File: src/rtl/alu_pkg.sv
// Shared opcode, phase and pad constants for the ALU front end.
// Imported by the sequencer and the ALU core.
package alu_pkg;

    localparam logic [1:0] OP_ADD = 2'b00;
    localparam logic [1:0] OP_SUB = 2'b01;
    localparam logic [1:0] OP_AND = 2'b10;
    localparam logic [1:0] OP_OR  = 2'b11;

    typedef enum logic [1:0] {
        WAIT_A  = 2'd0,
        WAIT_B  = 2'd1,
        WAIT_OP = 2'd2,
        EXEC    = 2'd3
    } phase_e;

    localparam logic [7:0] UIO_OE_MASK = 8'hF0;

endpackage

File: src/rtl/alu_8bits.sv
// Combinational 8-bit ALU: add, sub, and, or.
// Result wraps modulo 256.
import alu_pkg::*;

module alu_8bits (
    input  logic [7:0] a,
    input  logic [7:0] b,
    input  logic [1:0] S,
    output logic [7:0] Result
);

    // Select the operation named by the opcode
    always_comb begin
        Result = 8'h00;
        unique case (S)
            OP_ADD:  Result = a + b;
            OP_SUB:  Result = a - b;
            OP_AND:  Result = a & b;
            OP_OR:   Result = a | b;
            default: Result = 8'h00;
        endcase
    end

endmodule

File: src/rtl/alu_operand_sequencer_sync_edge.sv
// Multi-flop synchroniser with rising-edge detect.
// The edge flop runs free so a held level fires once.
module sync_edge #(
    parameter int SYNC_STAGES = 2
) (
    input  logic clk,
    input  logic rst_n,
    input  logic d_i,
    output logic level_o,
    output logic rise_o
);

    logic [SYNC_STAGES-1:0] sync_q;
    logic [SYNC_STAGES-1:0] sync_d;
    logic                   prev_q;

    assign sync_d  = {sync_q[SYNC_STAGES-2:0], d_i};
    assign level_o = sync_q[SYNC_STAGES-1];
    assign rise_o  = level_o & ~prev_q;

    // Shift the pin through the chain and remember the last stage
    always_ff @(posedge clk or negedge rst_n) begin
        if (!rst_n) begin
            sync_q <= '0;
            prev_q <= 1'b0;
        end else begin
            sync_q <= sync_d;
            prev_q <= level_o;
        end
    end

endmodule

File: src/rtl/alu_operand_sequencer.sv
// TinyTapeout front end: strobes A, B and opcode in over ui_in,
// runs alu_8bits once and holds the result on uo_out.
import alu_pkg::*;

module alu_operand_sequencer #(
    parameter int SYNC_STAGES = 2
) (
    input  logic       clk,
    input  logic       rst_n,
    input  logic       ena,
    input  logic [7:0] ui_in,
    input  logic [7:0] uio_in,
    output logic [7:0] uo_out,
    output logic [7:0] uio_out,
    output logic [7:0] uio_oe
);

    phase_e     state_q;
    logic [7:0] a_q;
    logic [7:0] b_q;
    logic [1:0] op_q;
    logic [7:0] result_q;
    logic       done_q;

    logic       strb_rise;
    logic       strb_lvl;
    logic       clr_lvl;
    logic       clr_rise;
    logic [7:0] alu_res;
    logic       unused_ok;

    assign unused_ok = ^{uio_in[7:2], strb_lvl, clr_rise};

    sync_edge #(.SYNC_STAGES(SYNC_STAGES)) u_strb (
        .clk     (clk),
        .rst_n   (rst_n),
        .d_i     (uio_in[0]),
        .level_o (strb_lvl),
        .rise_o  (strb_rise)
    );

    sync_edge #(.SYNC_STAGES(SYNC_STAGES)) u_clr (
        .clk     (clk),
        .rst_n   (rst_n),
        .d_i     (uio_in[1]),
        .level_o (clr_lvl),
        .rise_o  (clr_rise)
    );

    alu_8bits u_alu (
        .a      (a_q),
        .b      (b_q),
        .S      (op_q),
        .Result (alu_res)
    );

    // Phase sequencer: clr wins over any strobe, ena freezes all
    always_ff @(posedge clk or negedge rst_n) begin
        if (!rst_n) begin
            state_q  <= WAIT_A;
            a_q      <= 8'h00;
            b_q      <= 8'h00;
            op_q     <= 2'b00;
            result_q <= 8'h00;
            done_q   <= 1'b0;
        end else if (ena) begin
            if (clr_lvl) begin
                state_q <= WAIT_A;
                done_q  <= 1'b0;
            end else begin
                unique case (state_q)
                    WAIT_A: if (strb_rise) begin
                        a_q     <= ui_in;
                        done_q  <= 1'b0;
                        state_q <= WAIT_B;
                    end
                    WAIT_B: if (strb_rise) begin
                        b_q     <= ui_in;
                        state_q <= WAIT_OP;
                    end
                    WAIT_OP: if (strb_rise) begin
                        op_q    <= ui_in[1:0];
                        state_q <= EXEC;
                    end
                    EXEC: begin
                        result_q <= alu_res;
                        done_q   <= 1'b1;
                        state_q  <= WAIT_A;
                    end
                    default: state_q <= WAIT_A;
                endcase
            end
        end
    end

    assign uo_out  = result_q;
    assign uio_out = {(state_q != WAIT_A), done_q, state_q, 4'h0};
    assign uio_oe  = UIO_OE_MASK;

endmodule

File: config.mk
export PLATFORM = sky130hd
export DESIGN_NAME = alu_operand_sequencer
export DESIGN_NICKNAME = d
export VERILOG_FILES = /design/src/rtl/alu_pkg.sv /design/src/rtl/alu_8bits.sv /design/src/rtl/alu_operand_sequencer_sync_edge.sv /design/src/rtl/alu_operand_sequencer.sv
export SDC_FILE = /design/constraint.sdc
export NUM_CORES = 1
export LEC_CHECK = 0
export CAP_MARGIN = 20
export CORE_UTILIZATION = 40
export CTS_CLUSTER_DIAMETER = 200
export DETAILED_ROUTE_END_ITERATION = 6
export GPL_ROUTABILITY_DRIVEN = 0
export GPL_TIMING_DRIVEN = 0
export HOLD_SLACK_MARGIN = 0.06
export PLACE_DENSITY_LB_ADDON = 0.25
export SLEW_MARGIN = 20
export SYNTH_ARGS = -nofsm -noshare
export SYNTH_HDL_FRONTEND = slang
export SYNTH_SLANG_ARGS = --single-unit
File: constraint.sdc
create_clock -name clk -period 3.15 [get_ports clk]
set_input_delay 0.63 -clock clk [delete_from_list [all_inputs] [get_ports clk]]
set_output_delay 0.63 -clock clk [all_outputs]
set_load 0.005 [all_outputs]
==> results of run 1 <==
-- critical path, delay by kind of cell, from the launching register on --
family	cells	cell delay, ps
fa+ha+maj	2	520
compound gates	4	660
flops	1	430
xor+xnor	1	140
simple gates	1	410
mux	1	150
buf+inv	1	90
-- layout by cell type (no fill, tap or decap), types with 2 or more instances in the layout --
| cell type | netlist | routed |
|---|---|---|
| nor2_1 | 10 | 10 |
| a31oi_1 | 5 | 5 |
| conb_1 | 2 | 12 |
| nor2b_1 | 3 | 3 |
| nor3_2 | 2 | 2 |
| mux2i_1 | 5 | 5 |
| mux2_2 | 18 | 18 |
| clkdlybuf4s50_1 | 0 | 23 |
| nor4_1 | 2 | 2 |
| maj3_1 | 3 | 3 |
| clkbuf_8 | 0 | 5 |
| xnor2_1 | 8 | 8 |
| nand2_1 | 14 | 14 |
| nor3_1 | 2 | 2 |
| inv_1 | 13 | 13 |
| xor2_1 | 3 | 3 |
| clkinv_2 | 0 | 2 |
| a211oi_1 | 2 | 2 |
| a21oi_1 | 12 | 12 |
| dfrtp_1 | 34 | 34 |
| o31ai_1 | 2 | 2 |
| buf_4 | 13 | 13 |
| buf_2 | 2 | 3 |
| clkbuf_1 | 2 | 2 |
| ha_1 | 14 | 14 |
| o21ai_0 | 12 | 12 |
-- power groups by stage --
stage          registers (mW)  clock network, mW  logic [mW]
6_report                0.769              0.396        1.60
5_1_grt                 0.804              0.431        1.81
4_1_cts                 0.772              0.408        1.61
3_5_place_dp            0.779                  0        1.60
3_3_place_gp            0.772                  0        1.57
2_1_floorplan           0.742                  0        1.25
-- per-stage QoR --
step           cells  utilization, %
2_1_floorplan    207               -
3_3_place_gp     298            50.0
3_5_place_dp     299            50.5
4_1_cts          307            52.7
5_1_grt          307            52.7
6_report         307            52.7
-- cell families (layout without fill, tap and decap cells) --
family	after synthesis	in the layout	synth area share, %
buffers and inverters	30	63	8.01
flip-flops	34	34	41.6
AND/OR/NAND/NOR	38	38	9.84
other	2	12	0.367
multiplexers	23	23	12.3
XOR/XNOR	11	11	4.71
AO/OA/AOI/OAI	41	41	12.2
adder cells (fa/ha/maj)	18	18	11.0
-- worst max-delay path by stage --
stage	startpoint	to	slack [ps]	cells past startpoint
3_3_place_gp	rst_n	b_q[7]	730	1
5_1_grt	b_q[0]	uo_out[7]	490	10
6_report	b_q[0]	uo_out[7]	700	10
3_5_place_dp	b_q[0]	uo_out[7]	700	10
2_1_floorplan	b_q[0]	uo_out[7]	930	10
4_1_cts	b_q[0]	uo_out[7]	690	10
-- layer usage --
metal	share of wire [%]	wire, um	up-vias
met5	0	0	-
met3	3.4	124	6
met4	1.5	55	0
met2	45	1640	28
li1	-	-	745
met1	50	1810	640
-- state kept, by name (all words and copies together) (netlist names) --
| name | cells |
|---|---|
| a_q | 8 |
| b_q | 8 |
| uo_out | 8 |
| op_q | 2 |
| state_q | 2 |
| u_clr.sync_q | 2 |
| u_strb.sync_q | 2 |
| done_q | 1 |
| u_strb.prev_q | 1 |
-- layout make-up --
cell class	instances	area, um^2
multi-input combinational	143	1070
tap	67	83.8
sequential	34	851
buffer	17	115
timing repair buffer	25	263
inverter	13	48.8
clock buffer	5	68.8
fill	477	2280
clock inverter	3	40.0
==> run summary, run 1 <==
Status: completed
Cell leakage power: 1.18 nW
Overflow after GRT: 0
Internal power: 1.65 mW
Nets: 273
Power Total: 2.77 mW
Htree depth: 2
Sequential fraction of the synthesis area: 41.6%
Ys flop type: dfrtp_1
Final WL: 3630 um
Die Width: 73.5 um
Setup ws final: 700 ps
Area after DPL: 0.00243 mm^2
Crit path DAT: 2680 ps
Worst R2R Start: b_q[0]
Share of synthesized registers carrying an async set or reset: 100%
Final hold viol count: 0
ANT nets after route: 0
Root buffer cell: clkbuf_8
Synth top area share: 41.6%
Clock Sinks: 34
Psw: 1.11 mW
Crit path capture type: flip-flop
Req. time, crit path: 3380 ps
Row count: 25
Combinational power share: 57.9%
Final Skew: 5.11 ps
Crit path max fanout: 5
PortBufs: 24
Cell mode on critical path: ha_1
Power per cell area: 1090 mW/mm^2
Core area: 0.00482 mm^2
Largest net degree at the start of global routing: 24
Max Root-Sink Buffers: 2
Max Cap Viol: 0
Worst slack at placement: 704 ps
GR Util met3: 4.53%
Syn Inst Count: 197
Post-CTS setup buffer count: 0
Hold Path Class: in -> async
R2R setup slack: 700 ps
Die ar.: 0.00541 mm^2
Synth top area cells: dfrtp_1, mux2_2, ha_1
Reg2reg path depth: 10
Slew Viols, Final: 0
Wire per inst: 11.8 um
#FFs+latches synth: 34
Finish-stage setup viols: 0
Post-route cell area: 0.00254 mm^2
Routed vias: 1,419
Final Cycle Share: 77.8%
Crit Path Category: reg -> reg
Met2 GRT Util: 24.6%
Switching share of power: 40.2%
Met1 usage: 20.7%
DIE HEIGHT: 73.5 um
Clk_lat worst skew: 290 ps
Initial DRC Count: 43
Crit-path cells: inv_1 > ha_1 > a31oi_1 > xnor2_1 > ha_1 > a21oi_1 > o21ai_0 > or4_1 > mux2i_1 > a211o_2
Max Clock Freq: 408 MHz
Drt pass-1 iters: 4
Cts bufs inserted: 5
RSZ-0062 raised after global routing: false
VDD IR max: 0.388 mV
Busiest layer in global routing: met2
Initial antenna violation count: 0
Post-synthesis cell type count: 37
EDFF count, synth: 0
DRC: 0
Layout cells sized above 1: 20.8%
Sequential power share: 27.8%
Fin Hold WS: 228 ps
Post-CTS Resized: 0
First-pass GRT wire length: 6290 um
Vias in the first global route: 1,347
TritonCTS clock tree: built
Slowest CP cell: dfrtp_1
Worst r2r dst: uo_out[7]
Avg Vias per Cell: 4.62
Final min period: 2450 ps
Count leader, synth: dfrtp_1
Dpl hpwl: 2840 um
I/O pin count: 43
Clock share of power: 14.3%
N_diodes: 0
Layout area overhead: 24.1%
CP Launch Type: flip-flop
Final TNS setup: 0 ps
Hold Buf Count CTS: 0
Initial Utilization: 42.5%
Mapped cell area: 0.00205 mm^2
Syn. warnings: 0
GRT Total Usage: 15.7%
Synth cell count leaders: dfrtp_1, mux2_2, ha_1, nand2_1
CP max stage delay: 430 ps
Worst-path clk slew: 70 ps
Synth Area per Inst: 10.4 um^2
Cell taking the most area after synthesis: dfrtp_1
No activity file was read; power rests on OpenSTA's default activity.
==> run 2, diff against run 1 <==
==> constraint.sdc (replaced) <==
create_clock -name clk -period 1.97 [get_ports clk]
set_input_delay 0.394 -clock clk [delete_from_list [all_inputs] [get_ports clk]]
set_output_delay 0.394 -clock clk [all_outputs]
set_load 0.005 [all_outputs]
==> run summary, run 2 (synthesis gave the netlist of run 1 again) <==
Clk_lat worst skew: 290 ps (about the same)
Clock Sinks: 34 (unchanged)
VDD IR max: 0.816 mV (+110%)
Setup ws final: -328 ps (-1030 ps)
DRT met1 WL: 1870 um (+3.2%)
Final hold viol count: 0 (unchanged)
Power per cell area: 1860 mW/mm^2 (+71%)
Final TNS setup: -1040 ps (-1040 ps)
Overflow after GRT: 0 (unchanged)
ANT nets after route: 0 (unchanged)
Core area: 0.00482 mm^2 (unchanged)
Htree depth: 2 (unchanged)
Crit Path Category: reg -> reg
Post-route cell area: 0.00275 mm^2 (+8.2%)
Area after DPL: 0.00244 mm^2 (+0.26%)
Initial antenna violation count: 0 (unchanged)
Hold Path Class: reg -> reg
Final Cycle Share: 117% (+39 points)
Avg Vias per Cell: 4.72 (+2.1%)
Finish-stage setup viols: 5 (+5)
Routed vias: 1,515 (+6.8%)
Vias in the first global route: 1,479 (+9.8%)
DIE HEIGHT: 73.5 um (unchanged)
Final WL: 4120 um (+13%)
Most frequent cells in the layout: dfrtp_1, buf_4, clkdlybuf4s50_1
Nets: 287 (+5.1%)
Largest net degree at the start of global routing: 23 (-4.2%)
GRT Total Usage: 17.0% (+1.2 points)
Routed length on met2: 2000 um (+22%)
I/O pin count: 43 (unchanged)
DR WL met3: 170 um (+37%)
Placed cells: 299 (unchanged)
Max Clock Freq: 435 MHz (+6.6%)
Utilization after layout: 57.0% (+4.3 points)
Final Skew: 3.18 ps (-1.93 ps)
Commonest non-fill, non-tap cell in the layout: dfrtp_1
Slew Viols, Final: 0 (unchanged)
R2R setup slack: -330 ps (-1030 ps)
Layout area overhead: 34.2%
First-pass GRT wire length: 6890 um (+9.6%)
TritonCTS clock tree: built
Row count: 25 (unchanged)
Worst slack at placement: -434 ps (-1140 ps)
Crit path DAT: 2530 ps (-150 ps)
Dpl hpwl: 2840 um (about the same)
Drt pass-1 iters: 4 (unchanged)
N_diodes: 0 (unchanged)
Count of non-filler cells in the finished layout: 321 (+4.6%)
Layout cells sized above 1: 31.1% (+10 points)
DR top layer: met4
CP Launch Type: flip-flop
PortBufs: 24 (unchanged)
Die Width: 73.5 um (unchanged)
Crit path max fanout: 4 (-1)
Cts bufs inserted: 5 (unchanged)
Req. time, crit path: 2210 ps (-1170 ps)
Violated checks: setup timing
RSZ-0062 raised after global routing: true
Initial Utilization: 42.5% (unchanged)
DRC: 0 (unchanged)
Initial DRC Count: 66 (+53%)
Max Root-Sink Buffers: 2 (unchanged)
Max Cap Viol: 0 (unchanged)
Crit path capture type: flip-flop
Die ar.: 0.00541 mm^2 (unchanged)
Wire per inst: 12.8 um (+8.5%)
Worst-path clk slew: 70 ps (about the same)
Fillers: 426 (-11%)
Cell leakage power: 1.24 nW (+5.5%)
Status: complete, but fails checks
Final min period: 2300 ps (-152 ps)
Root buffer cell: clkbuf_8
run 2: changes by cell type in the layout (fill, tap and decap cells not counted), sizes merged:
cell | before | now
buf | 17 | 30
clkinv | 2 | 0
clkinvlp | 0 | 2
dlygate4sd3 | 0 | 1
run 2: final timing paths:
kind | from | endpoint | cells after the start
max | b_q[1] | uo_out[7] | 10
min | u_clr.sync_q[0] | u_clr.sync_q[1] | 0
max reg2reg | b_q[1] | uo_out[7] | 10
min reg2reg | u_clr.sync_q[0] | u_clr.sync_q[1] | 0
max in group asynchronous | rst_n | b_q[4] | 3
min in group asynchronous | rst_n | a_q[0] | 2
run 2: timing repair:
action | 4_1_cts | 5_1_grt
buffers inserted | 10 | 4
gates resized for setup | 15 | 10
pin swaps | 10 | 6
hold buffers | 1 | 0
endpoints found under the hold margin | 12 | 0
endpoints found under the setup margin | 6 | 7
run 2: final cells by class:
cell class | instances | area [um^2] | area share [%]
inverter | 13 | 48.8 | 1.78
tap | 67 | 83.8 | 3.05
multi-input combinational | 143 | 1150 | 42.0
clock inverter | 3 | 45.0 | 1.64
timing repair buffer | 39 | 370 | 13.5
buffer | 17 | 121 | 4.42
sequential | 34 | 856 | 31.1
clock buffer | 5 | 68.8 | 2.50
run 2: per-stage QoR:
stage	power, mW	hold slack [ps]
after global placement	3.78	335
after CTS	4.93	354
after detailed placement	3.83	323
final	5.11	350
after global routing	5.58	370
after floorplan	3.20	98.4
run 2: where the power goes:
group          leakage [nW]  total [mW]  switching [mW]  internal, mW
clock network        0.0504       0.646           0.270         0.376
registers             0.425        1.24           0.275         0.963
logic                 0.766        3.23            1.52          1.71
total                  1.24        5.11            2.07          3.05
run 2: per-layer routing:
| metal | global-route usage [%] | vias up |
|---|---|---|
| li1 | - | 771 |
| met1 | 21.7 | 695 |
| met2 | 27.7 | 39 |
| met3 | 4.39 | 10 |
| met4 | 6.20 | 0 |
| met5 | 0 | - |
run 2: worst max-delay path, cell delays in order (launching register included):
cell	delay (ps)
dfrtp_2	450
inv_2	80
ha_4	180
nor2_4	50
xnor2_1	120
ha_1	350
a21oi_2	190
a211oi_2	90
or4_1	460
mux2i_1	150
a211o_2	120
